File: src/rtl/mem_requester_if.sv
// Host-side request/write-data/response signals and the 8-lane memory port of mem_requester.
interface mem_requester_if;
    // Host request
    logic             req_valid;
    logic             req_ready;
    logic             req_rdwr;
    logic [63:0]      req_addr;
    logic [6:0]       req_len;
    // Write data, one 8-byte beat per batch
    logic             wd_valid;
    logic             wd_ready;
    logic [7:0][7:0]  wd_data;
    // Read response and completion
    logic             rsp_valid;
    logic [7:0][7:0]  rsp_data;
    logic [7:0]       rsp_mask;
    logic             rsp_last;
    logic             done;
    logic             err;
    // Per-lane memory port
    logic [7:0]       mem_en;
    logic             mem_rdwr;
    logic [7:0][63:0] mem_addr;
    logic [7:0][7:0]  mem_wdata;
    logic [7:0][7:0]  mem_rdata;
    logic [7:0]       mem_valid;

    // Host and memory side (drives requests, write data and memory read returns)
    modport master (
        output req_valid, req_rdwr, req_addr, req_len,
        output wd_valid, wd_data,
        output mem_rdata, mem_valid,
        input  req_ready, wd_ready,
        input  rsp_valid, rsp_data, rsp_mask, rsp_last, done, err,
        input  mem_en, mem_rdwr, mem_addr, mem_wdata
    );

    // The requester block itself
    modport slave (
        input  req_valid, req_rdwr, req_addr, req_len,
        input  wd_valid, wd_data,
        input  mem_rdata, mem_valid,
        output req_ready, wd_ready,
        output rsp_valid, rsp_data, rsp_mask, rsp_last, done, err,
        output mem_en, mem_rdwr, mem_addr, mem_wdata
    );
endinterface

File: src/rtl/mem_requester.sv
// Splits a host byte request (0..64 bytes) into 8-lane memory batches. Each batch
// holds the memory port steady for RSP_WAIT cycles, samples read data on the last
// cycle, then idles the port for GAP_CYCLES before the next batch.
// GAP_CYCLES must be at least 1 and RSP_WAIT must exceed the memory latency.
module mem_requester #(
    parameter int unsigned RSP_WAIT   = 24,
    parameter int unsigned GAP_CYCLES = 2
) (
    input  logic           clk,
    input  logic           reset,
    mem_requester_if.slave bus
);
    localparam int unsigned LANES   = 8;
    localparam int unsigned ADDR_W  = 64;
    localparam int unsigned LEN_W   = 7;
    localparam int unsigned BATCH_W = 4;
    localparam int unsigned CNT_MAX = (RSP_WAIT > GAP_CYCLES) ? RSP_WAIT : GAP_CYCLES;
    localparam int unsigned CNT_W   = (CNT_MAX > 1) ? $clog2(CNT_MAX) : 1;

    typedef enum logic [2:0] {
        S_IDLE  = 3'd0,
        S_WDATA = 3'd1,
        S_ISSUE = 3'd2,
        S_GAP   = 3'd3,
        S_DONE  = 3'd4
    } state_t;

    // Lane-enable mask for a batch given the bytes still outstanding
    function automatic logic [LANES-1:0] mask_of(input logic [LEN_W-1:0] rem);
        if (rem >= LEN_W'(LANES)) begin
            return '1;
        end
        return LANES'((9'd1 << rem[2:0]) - 9'd1);
    endfunction

    state_t                       r_state;
    state_t                       w_next_state;

    // Request context
    logic [ADDR_W-1:0]            r_base;
    logic                         r_rdwr;
    logic [BATCH_W-1:0]           r_k;
    logic [LEN_W-1:0]             r_rem;
    logic [CNT_W-1:0]             r_count;

    // Registered outputs
    logic                         r_req_ready;
    logic                         r_wd_ready;
    logic [LANES-1:0]             r_mem_en;
    logic                         r_mem_rdwr;
    logic [LANES-1:0][ADDR_W-1:0] r_mem_addr;
    logic [LANES-1:0][7:0]        r_mem_wdata;
    logic                         r_rsp_valid;
    logic [LANES-1:0][7:0]        r_rsp_data;
    logic [LANES-1:0]             r_rsp_mask;
    logic                         r_rsp_last;
    logic                         r_done;
    logic                         r_err;

    // Events and batch arithmetic
    logic                         w_accept;
    logic                         w_wd_fire;
    logic                         w_batch_end;
    logic                         w_gap_end;
    logic [LEN_W-1:0]             w_take;
    logic [LEN_W-1:0]             w_rem_after;
    logic [LANES-1:0]             w_mask_cur;

    // Next values
    logic [ADDR_W-1:0]            w_base_nxt;
    logic                         w_rdwr_nxt;
    logic [BATCH_W-1:0]           w_k_nxt;
    logic [LEN_W-1:0]             w_rem_nxt;
    logic [CNT_W-1:0]             w_count_nxt;
    logic [LANES-1:0]             w_mask_nxt;
    logic [LANES-1:0][ADDR_W-1:0] w_addr_nxt;
    logic                         w_req_ready_nxt;
    logic                         w_wd_ready_nxt;
    logic [LANES-1:0]             w_mem_en_nxt;
    logic                         w_mem_rdwr_nxt;
    logic [LANES-1:0][ADDR_W-1:0] w_mem_addr_nxt;
    logic [LANES-1:0][7:0]        w_mem_wdata_nxt;
    logic                         w_rsp_valid_nxt;
    logic [LANES-1:0][7:0]        w_rsp_data_nxt;
    logic [LANES-1:0]             w_rsp_mask_nxt;
    logic                         w_rsp_last_nxt;
    logic                         w_done_nxt;
    logic                         w_err_nxt;

    assign w_accept    = (r_state == S_IDLE) && bus.req_valid;
    assign w_wd_fire   = (r_state == S_WDATA) && bus.wd_valid;
    assign w_batch_end = (r_state == S_ISSUE) && (r_count == CNT_W'(RSP_WAIT - 1));
    assign w_gap_end   = (r_state == S_GAP) && (r_count == CNT_W'(GAP_CYCLES - 1));
    assign w_take      = (r_rem >= LEN_W'(LANES)) ? LEN_W'(LANES) : r_rem;
    assign w_rem_after = r_rem - w_take;
    assign w_mask_cur  = mask_of(r_rem);

    // State register
    always_ff @(posedge clk) begin
        if (reset) begin
            r_state <= S_IDLE;
        end else begin
            r_state <= w_next_state;
        end
    end

    // Next-state logic
    always_comb begin
        w_next_state = r_state;
        case (r_state)
            S_IDLE: begin
                if (w_accept) begin
                    if (bus.req_len == '0) begin
                        w_next_state = S_DONE;
                    end else if (bus.req_rdwr) begin
                        w_next_state = S_ISSUE;
                    end else begin
                        w_next_state = S_WDATA;
                    end
                end
            end
            S_WDATA: begin
                if (w_wd_fire) begin
                    w_next_state = S_ISSUE;
                end
            end
            S_ISSUE: begin
                if (w_batch_end) begin
                    w_next_state = (w_rem_after == '0) ? S_DONE : S_GAP;
                end
            end
            S_GAP: begin
                if (w_gap_end) begin
                    w_next_state = r_rdwr ? S_ISSUE : S_WDATA;
                end
            end
            S_DONE: begin
                w_next_state = S_IDLE;
            end
            default: begin
                w_next_state = S_IDLE;
            end
        endcase
    end

    // Output and datapath next values; memory port values follow the state being entered
    always_comb begin
        w_base_nxt      = r_base;
        w_rdwr_nxt      = r_rdwr;
        w_k_nxt         = r_k;
        w_rem_nxt       = r_rem;
        w_count_nxt     = '0;
        w_mem_wdata_nxt = r_mem_wdata;
        w_rsp_valid_nxt = 1'b0;
        w_rsp_data_nxt  = r_rsp_data;
        w_rsp_mask_nxt  = r_rsp_mask;
        w_rsp_last_nxt  = r_rsp_last;
        w_err_nxt       = r_err;
        w_mem_en_nxt    = '0;
        w_mem_rdwr_nxt  = r_mem_rdwr;
        w_mem_addr_nxt  = r_mem_addr;

        if (w_accept) begin
            w_base_nxt = bus.req_addr;
            w_rdwr_nxt = bus.req_rdwr;
            w_k_nxt    = '0;
            w_rem_nxt  = bus.req_len;
            w_err_nxt  = 1'b0;
        end

        if (w_wd_fire) begin
            w_mem_wdata_nxt = bus.wd_data;
        end

        if (w_batch_end) begin
            w_k_nxt   = r_k + BATCH_W'(1);
            w_rem_nxt = w_rem_after;
            if (r_rdwr) begin
                w_rsp_valid_nxt = 1'b1;
                w_rsp_data_nxt  = bus.mem_rdata;
                w_rsp_mask_nxt  = w_mask_cur;
                w_rsp_last_nxt  = (r_rem <= LEN_W'(LANES));
                if ((bus.mem_valid & w_mask_cur) != w_mask_cur) begin
                    w_err_nxt = 1'b1;
                end
            end
        end

        if ((w_next_state == r_state) && ((r_state == S_ISSUE) || (r_state == S_GAP))) begin
            w_count_nxt = r_count + CNT_W'(1);
        end

        // Lane i sits at base + 8k + i; the concatenation is exactly 8k + i
        w_mask_nxt = mask_of(w_rem_nxt);
        for (int unsigned i = 0; i < LANES; i++) begin
            w_addr_nxt[i] = w_base_nxt + ADDR_W'({w_k_nxt, 3'(i)});
        end

        if (w_next_state == S_ISSUE) begin
            w_mem_en_nxt   = w_mask_nxt;
            w_mem_rdwr_nxt = w_rdwr_nxt;
            w_mem_addr_nxt = w_addr_nxt;
        end

        w_req_ready_nxt = (w_next_state == S_IDLE);
        w_wd_ready_nxt  = (w_next_state == S_WDATA);
        w_done_nxt      = (r_state == S_DONE);
    end

    // Datapath and output registers
    always_ff @(posedge clk) begin
        if (reset) begin
            r_base      <= '0;
            r_rdwr      <= 1'b0;
            r_k         <= '0;
            r_rem       <= '0;
            r_count     <= '0;
            r_req_ready <= 1'b1;
            r_wd_ready  <= 1'b0;
            r_mem_en    <= '0;
            r_mem_rdwr  <= 1'b0;
            r_mem_addr  <= '0;
            r_mem_wdata <= '0;
            r_rsp_valid <= 1'b0;
            r_rsp_data  <= '0;
            r_rsp_mask  <= '0;
            r_rsp_last  <= 1'b0;
            r_done      <= 1'b0;
            r_err       <= 1'b0;
        end else begin
            r_base      <= w_base_nxt;
            r_rdwr      <= w_rdwr_nxt;
            r_k         <= w_k_nxt;
            r_rem       <= w_rem_nxt;
            r_count     <= w_count_nxt;
            r_req_ready <= w_req_ready_nxt;
            r_wd_ready  <= w_wd_ready_nxt;
            r_mem_en    <= w_mem_en_nxt;
            r_mem_rdwr  <= w_mem_rdwr_nxt;
            r_mem_addr  <= w_mem_addr_nxt;
            r_mem_wdata <= w_mem_wdata_nxt;
            r_rsp_valid <= w_rsp_valid_nxt;
            r_rsp_data  <= w_rsp_data_nxt;
            r_rsp_mask  <= w_rsp_mask_nxt;
            r_rsp_last  <= w_rsp_last_nxt;
            r_done      <= w_done_nxt;
            r_err       <= w_err_nxt;
        end
    end

    assign bus.req_ready = r_req_ready;
    assign bus.wd_ready  = r_wd_ready;
    assign bus.mem_en    = r_mem_en;
    assign bus.mem_rdwr  = r_mem_rdwr;
    assign bus.mem_addr  = r_mem_addr;
    assign bus.mem_wdata = r_mem_wdata;
    assign bus.rsp_valid = r_rsp_valid;
    assign bus.rsp_data  = r_rsp_data;
    assign bus.rsp_mask  = r_rsp_mask;
    assign bus.rsp_last  = r_rsp_last;
    assign bus.done      = r_done;
    assign bus.err       = r_err;
endmodule

File: src/flat_wrapper.sv
// flat-port wrapper written by rule: the top's interface ports become plain ports
module mem_requester_flat 
#(
    parameter int unsigned RSP_WAIT   = 24,
    parameter int unsigned GAP_CYCLES = 2
)
  (clk, reset, bus_req_valid, bus_req_rdwr, bus_req_addr, bus_req_len, bus_wd_valid, bus_wd_data, bus_mem_rdata, bus_mem_valid, bus_req_ready, bus_wd_ready, bus_rsp_valid, bus_rsp_data, bus_rsp_mask, bus_rsp_last, bus_done, bus_err, bus_mem_en, bus_mem_rdwr, bus_mem_addr, bus_mem_wdata);
  mem_requester_if bus_i ();
  input  logic clk;
  input  logic reset;
  input wire logic [$bits(bus_i.req_valid)-1:0] bus_req_valid;
  input wire logic [$bits(bus_i.req_rdwr)-1:0] bus_req_rdwr;
  input wire logic [$bits(bus_i.req_addr)-1:0] bus_req_addr;
  input wire logic [$bits(bus_i.req_len)-1:0] bus_req_len;
  input wire logic [$bits(bus_i.wd_valid)-1:0] bus_wd_valid;
  input wire logic [$bits(bus_i.wd_data)-1:0] bus_wd_data;
  input wire logic [$bits(bus_i.mem_rdata)-1:0] bus_mem_rdata;
  input wire logic [$bits(bus_i.mem_valid)-1:0] bus_mem_valid;
  output wire logic [$bits(bus_i.req_ready)-1:0] bus_req_ready;
  output wire logic [$bits(bus_i.wd_ready)-1:0] bus_wd_ready;
  output wire logic [$bits(bus_i.rsp_valid)-1:0] bus_rsp_valid;
  output wire logic [$bits(bus_i.rsp_data)-1:0] bus_rsp_data;
  output wire logic [$bits(bus_i.rsp_mask)-1:0] bus_rsp_mask;
  output wire logic [$bits(bus_i.rsp_last)-1:0] bus_rsp_last;
  output wire logic [$bits(bus_i.done)-1:0] bus_done;
  output wire logic [$bits(bus_i.err)-1:0] bus_err;
  output wire logic [$bits(bus_i.mem_en)-1:0] bus_mem_en;
  output wire logic [$bits(bus_i.mem_rdwr)-1:0] bus_mem_rdwr;
  output wire logic [$bits(bus_i.mem_addr)-1:0] bus_mem_addr;
  output wire logic [$bits(bus_i.mem_wdata)-1:0] bus_mem_wdata;
  assign bus_i.req_valid = bus_req_valid;
  assign bus_i.req_rdwr = bus_req_rdwr;
  assign bus_i.req_addr = bus_req_addr;
  assign bus_i.req_len = bus_req_len;
  assign bus_i.wd_valid = bus_wd_valid;
  assign bus_i.wd_data = bus_wd_data;
  assign bus_i.mem_rdata = bus_mem_rdata;
  assign bus_i.mem_valid = bus_mem_valid;
  assign bus_req_ready = bus_i.req_ready;
  assign bus_wd_ready = bus_i.wd_ready;
  assign bus_rsp_valid = bus_i.rsp_valid;
  assign bus_rsp_data = bus_i.rsp_data;
  assign bus_rsp_mask = bus_i.rsp_mask;
  assign bus_rsp_last = bus_i.rsp_last;
  assign bus_done = bus_i.done;
  assign bus_err = bus_i.err;
  assign bus_mem_en = bus_i.mem_en;
  assign bus_mem_rdwr = bus_i.mem_rdwr;
  assign bus_mem_addr = bus_i.mem_addr;
  assign bus_mem_wdata = bus_i.mem_wdata;
  mem_requester #(.RSP_WAIT(RSP_WAIT), .GAP_CYCLES(GAP_CYCLES)) u_core (.clk(clk), .reset(reset), .bus(bus_i));
endmodule
File: config.mk
export PLATFORM = sky130hd
export DESIGN_NAME = mem_requester_flat
export DESIGN_NICKNAME = d
export VERILOG_FILES = /design/src/rtl/mem_requester_if.sv /design/src/rtl/mem_requester.sv /design/src/flat_wrapper.sv
export SDC_FILE = /design/constraint.sdc
export NUM_CORES = 2
export LEC_CHECK = 0
export CAP_MARGIN = 20
export CORE_AREA = 2 2 342 344
export DETAILED_ROUTE_END_ITERATION = 6
export DIE_AREA = 0 0 344 346
export REMOVE_ABC_BUFFERS = 1
export SLEW_MARGIN = 20
export SYNTH_ARGS = -nofsm -noshare
export SYNTH_HDL_FRONTEND = slang
export SYNTH_SLANG_ARGS = --single-unit
export TNS_END_PERCENT = 1
File: constraint.sdc
create_clock -name clk -period 12 [get_ports clk]
set_input_delay 1.2 -clock clk [delete_from_list [all_inputs] [get_ports clk]]
set_output_delay 1.2 -clock clk [all_outputs]
set_load 0.005 [all_outputs]
After elaboration in Yosys (flattened, before gate mapping)
Cells that the tools add are included.

word-level totals
  output and inout port bits = 663
  flip-flop bits (word level) = 747
  logic and storage cells = 112
  input bits = 212

operators by class
  reductions and logical operators = 14
  $lt $le $gt $ge = 3
  multiplexer cells = 27
  shift-type cells = 2
  bitwise gates (word level) = 4
  equality and inequality tests = 10
  add/sub/neg operators = 13

operator list
  kind                                                                                 number
  64-bit by 7-bit adder with 64-bit output                                             8
  64-bit two-way mux                                                                   1
  8-bit two-way mux                                                                    4
  7-bit two-way mux                                                                    3
  3-bit two-way mux                                                                    6
  1-bit by 3-bit << shifter with 8-bit output, first input constant                    2
  8-bit by 1-bit subtractor with 8-bit output, second input constant                   2
  7-bit by 4-bit greater-or-equal comparator with 1-bit output, second input constant  2
  7-bit logical NOT                                                                    2
  3-bit one-hot mux with 4 select lines                                                1
  3-bit by 2-bit == test with 1-bit output, second input constant                      3
  8-bit bitwise AND                                                                    1
  1-bit two-way mux                                                                    8
  4-bit two-way mux                                                                    2
  8-bit != test                                                                        1
  7-bit by 4-bit less-or-equal comparator with 1-bit output, second input constant     1
  7-bit subtractor                                                                     1
  3-bit by 1-bit == test with 1-bit output, second input constant                      2
  3-bit logical NOT                                                                    2
  2-bit OR reduction                                                                   3
  5-bit by 1-bit adder with 5-bit output, second input constant                        1
  5-bit by 1-bit == test with 1-bit output, second input constant                      1
  5-bit == test, second input constant                                                 1
  1-bit logical AND                                                                    5
  other kinds (7)                                                                      10

Depth between registers and ports, before layout
  word-level depth = 11
  mapped depth = 23

Worst setup path before layout
Ideal clock, no wire load.

  kind = in2reg
  start point = input bus_req_valid
  end point = register u_core.r_mem_addr, in the netlist u_core.bus.mem_addr[318]
  stages on the path = 19
  data arrival time = 5.462 ns
  path slack = 6.406 ns
  required time = 11.868 ns
  buffers on the path = 8
  cells stage by stage = nor4b_1 -> buf_2 -> buf_6 -> buf_4 -> buf_4 -> buf_4 -> buf_4 -> buf_1 -> mux2i_1 -> inv_1 -> ha_1 -> nand2b_1 -> a211oi_1 -> o21ai_2 -> or2_2 -> clkbuf_1 -> or4_1 -> nand3_1 -> a21oi_1

on the way
  elaborated cells between the ends (all ways) = 8

RTL lines
  element                                   line                  text
  start: declaration                        flat_wrapper.sv:11    input wire logic [$bits(bus_i.req_valid)-1:0] bus_req_valid;
  1-bit logical AND                         mem_requester.sv:90   assign w_accept = (r_state == S_IDLE) && bus.req_valid;
  64-bit two-way mux                        mem_requester.sv:163  if (w_accept) begin
  net u_core.w_base_nxt[4]                  mem_requester.sv:70   logic [ADDR_W-1:0] w_base_nxt;
  64-bit by 7-bit adder with 64-bit output  mem_requester.sv:196  w_addr_nxt[i] = w_base_nxt + ADDR_W'({w_k_nxt, 3'(i)});
  end signal: assignment                    mem_requester.sv:240  r_mem_addr <= w_mem_addr_nxt;
  end: declaration                          mem_requester.sv:51   logic [LANES-1:0][ADDR_W-1:0] r_mem_addr;

The timed path passes the listed nets, and every way through them passes these cells.
A chain may end at the register's enable or synchronous reset.

Final worst setup path
  start point = input bus_req_valid
  end point = register u_core.r_mem_addr, in the netlist u_core.bus.mem_addr[51]

Same word-level chain as after synthesis.

==> out/qor.csv <==
stage;metric;value;unit
global_routing;antenna violations before repair;54;
synth;syn avg cell area;8.00;sq um
routing;Pre-antenna DRT Iters;5;
synth;most numerous cell in the Yosys netlist;nand2_1;
synth;Post-Synth XOR/XNOR Area;0.0512;
placement;dpl cell area;46300;sq um
pwr;maximum vdd ir drop;116;uV
routing;drt total wl;174;mm
finish;Final Non-Filler Cells;6853;
routing;Via density;5.31;
synth;#FFs+latches synth;737;
synth;FFs w/ async S/R, synth;0;
finish;Filler Cell Count;11500;
synth;Synth cell types;89;
pwr;Final Power;0.00690;W
synth;YS warnings;0;
synth;Post-synth EDFFs;0;
cts;post-cts sizing count;0;
cts;Post-CTS Setup Bufs;0;
critical_path;worst path required time;12.59;ns
run_status;status;finished, final reports clean;
critical_path;crit path max fanout;49;
job;Max-Cap Viols;0;
global_routing;largest net degree at the start of global routing;163;
synth;sequential cell area fraction in the yosys report;0.407;
global_routing;Congestion Overflow GR;0;
sta;Final Hold Vio Count;0;
sta;period utilisation layout;0.509;
finish;fin util;0.427;
critical_path;kind of critical path;primary input to flip-flop;
die;IO Pins;875;
synth;Yosys top cell by area;dfxtp_1;
cts;CTS tree;built;
synth;mux contribution to synthesized area;0.0708;
finish;final net count;5473;
synth;largest family of logic cells by synthesized area;simple AND/OR/NAND/NOR gates;
finish;area growth from synthesis to layout;36.1;%
critical_path;endpoint class of the critical path;flip-flop;
die;Die Height;346;um
cts;CTS sink cnt;737;
sta;final setup fails;0;
synth;ys flop type;dfxtp_1;
routing;DRT iter0 DRCs;3012;
sta;Worst Tran Pin Value;1.15;ns
placement;PortBufs;874;
sta;Final Slew Violations;0;
cts;Num CTS Buffers;88;
sta;setup TNS;0;ns
cts;clock slew at reported path FFs;0.06;ns
pwr;pwr dens;140;nW/um^2
critical_path;r2r setup slk;6.29;ns
cts;Clock Tree Buf Depth;3;
synth;area share of the largest cell type after synthesis;0.407;
sta;Worst Skew;0.0437;ns
routing;WL per Instance;25.4;um
cts;H-tree depth;3;
global_routing;GRT Total Usage;0.279;
synth;Synth Area in Compound Gates;0.108;
die;die width;344;um
die;die area;119000;sq um
routing;Residual DRC;0;
cts;CTS Root Cell;clkbuf_16;
placement;Final Wtd Congestion;0.913;
synth;Synth Area in Simple Gates;0.312;
cts;Clock Latency Late Sink;0.70;ns
sta;Max Clk Rate;0.164;GHz
die;Std-Cell Rows;125;
critical_path;arrival time worst endpoint;6.69;ns
cts;hold buffer count at cts;0;
synth;Synth area leaders;dfxtp_1 41%, nand2_1 10%, nand3b_1 6.1%;
pwr;Pleak;17.8;nW
worst_hold_path;Hold Crit Class;flip-flop to flip-flop;
sta;RSZ-0062 raised after global routing;no;
die;Initial Utilization;0.314;
sta;Tmin final;6.11;ns
placement;HPWL after DPL;130;mm
synth;Post-synth top cells;1010 x nand2_1, 737 x dfxtp_1, 362 x a21oi_1;
finish;layout cells sized above 1;0.0695;
routing;antenna viol nets, final;0;
synth;Mapped Area;36300;sq um
finish;cell area after layout;49300;sq um
placement;Inst Count DP;6675;
die;CORE AREA;115000;sq um
global_routing;vias in the first global route;34500;
global_routing;first-pass GRT wire length;245;mm
sta;Slew HR;0.218;
synth;Post-Synth Adder-Cell Area;0.00732;
critical_path;startpoint types;primary input;
synth;Post-Synthesis Cells;4530;
routing;via count;36400;
-- registers in the layout, indices dropped and copies added, names as in the netlist, 3 cells and up --
name	count
u_core.bus.mem_addr	502
u_core.bus.mem_wdata	64
u_core.bus.rsp_data	64
u_core.r_base	64
u_core.bus.mem_en	8
u_core.bus.rsp_mask	8
u_core.r_rem	7
u_core.r_count	5
u_core.r_k	4
u_core.r_state	3
-- through the flow --
| step | hold WS [ns] | setup slack (ns) |
|---|---|---|
| 2_1_floorplan | 0.433 | -30.79 |
| 3_3_place_gp | 0.440 | 5.35 |
| 3_5_place_dp | 0.442 | 5.32 |
| 4_1_cts | 0.450 | 6.03 |
| 5_1_grt | 0.464 | 5.50 |
| 6_report | 0.448 | 5.89 |
-- critical path: stages --
cell             delay, ns
clkdlybuf4s50_1       0.46
or4b_4                0.55
buf_4                 0.38
nand2_1               0.20
nand2_1               0.08
ha_1                  0.83
nand2_1               0.26
o21ai_1               0.59
nand3_1               0.87
nor2_1                0.76
nand4_1               0.23
mux2i_1               0.20
nand2_1               0.06
-- cells in the final DEF (no fill, tap or decap), drive strengths merged, types with 15 or more instances in the layout --
cell,synthesis,routed
a211oi,52,52
a21oi,364,364
and3,26,26
buf,110,87
clkbuf,229,125
clkdlybuf4s50,0,873
clkinv,0,17
dfxtp,737,737
diode,0,21
ha,18,18
inv,23,28
mux2,27,27
mux2i,219,219
nand2,1010,1010
nand2b,15,15
nand3,289,289
nand3b,294,294
nand4,49,49
nor2,289,289
nor3,117,117
nor3b,32,32
nor4,48,48
o21ai,155,155
o22ai,15,15
or2,16,16
or3,25,25
xnor2,167,167
xor2,45,45
-- cells by family (layout without fill, tap and decap cells) --
| kind of cell | after synthesis | count (layout) |
|---|---|---|
| other cells | 1 | 22 |
| xor+xnor | 212 | 212 |
| flops | 737 | 737 |
| compound gates | 678 | 678 |
| buf+inv | 362 | 1140 |
| simple gates | 2274 | 2274 |
| mux | 246 | 246 |
| fa+ha+maj | 20 | 20 |
-- worst paths after layout --
path	startpoint	end	cells past startpoint
worst max-delay path	bus_req_valid	u_core.bus.mem_addr[51]	13
worst min-delay path	u_core.bus.mem_addr[268]	u_core.bus.mem_addr[268]	2
worst max register to register	u_core.r_count[0]	u_core.bus.mem_addr[51]	16
worst min register to register	u_core.bus.mem_addr[268]	u_core.bus.mem_addr[268]	2
-- where the power goes --
part / switching [W] / internal [W] / total (W)
Clock: 0.00119 / 0.00162 / 0.00280
Sequential: 0.000134 / 0.00262 / 0.00275
Combinational: 0.000761 / 0.000578 / 0.00134
-- per-layer routing --
metal	up-vias	routed length [um]	GRT usage
li1	17100	-	-
met1	17400	66900	0.326
met2	1499	81400	0.455
met3	366	16100	0.0848
met4	50	9020	0.148
met5	-	326	0
-- area by class of cell --
| type | count | area, sq um | share of cell area |
|---|---|---|---|
| multi-input combinational | 3431 | 20100 | 0.408 |
| sequential | 737 | 14800 | 0.299 |
| timing repair buffer | 960 | 9440 | 0.191 |
| clock buffer | 125 | 2540 | 0.0515 |
| tap | 1524 | 1910 | 0.0386 |
| clock inverter | 32 | 445 | 0.00903 |
| inverter | 23 | 86.3 | 0.00175 |
| antenna | 21 | 52.6 | 0.00107 |
Power figures use the tool's default switching activity.
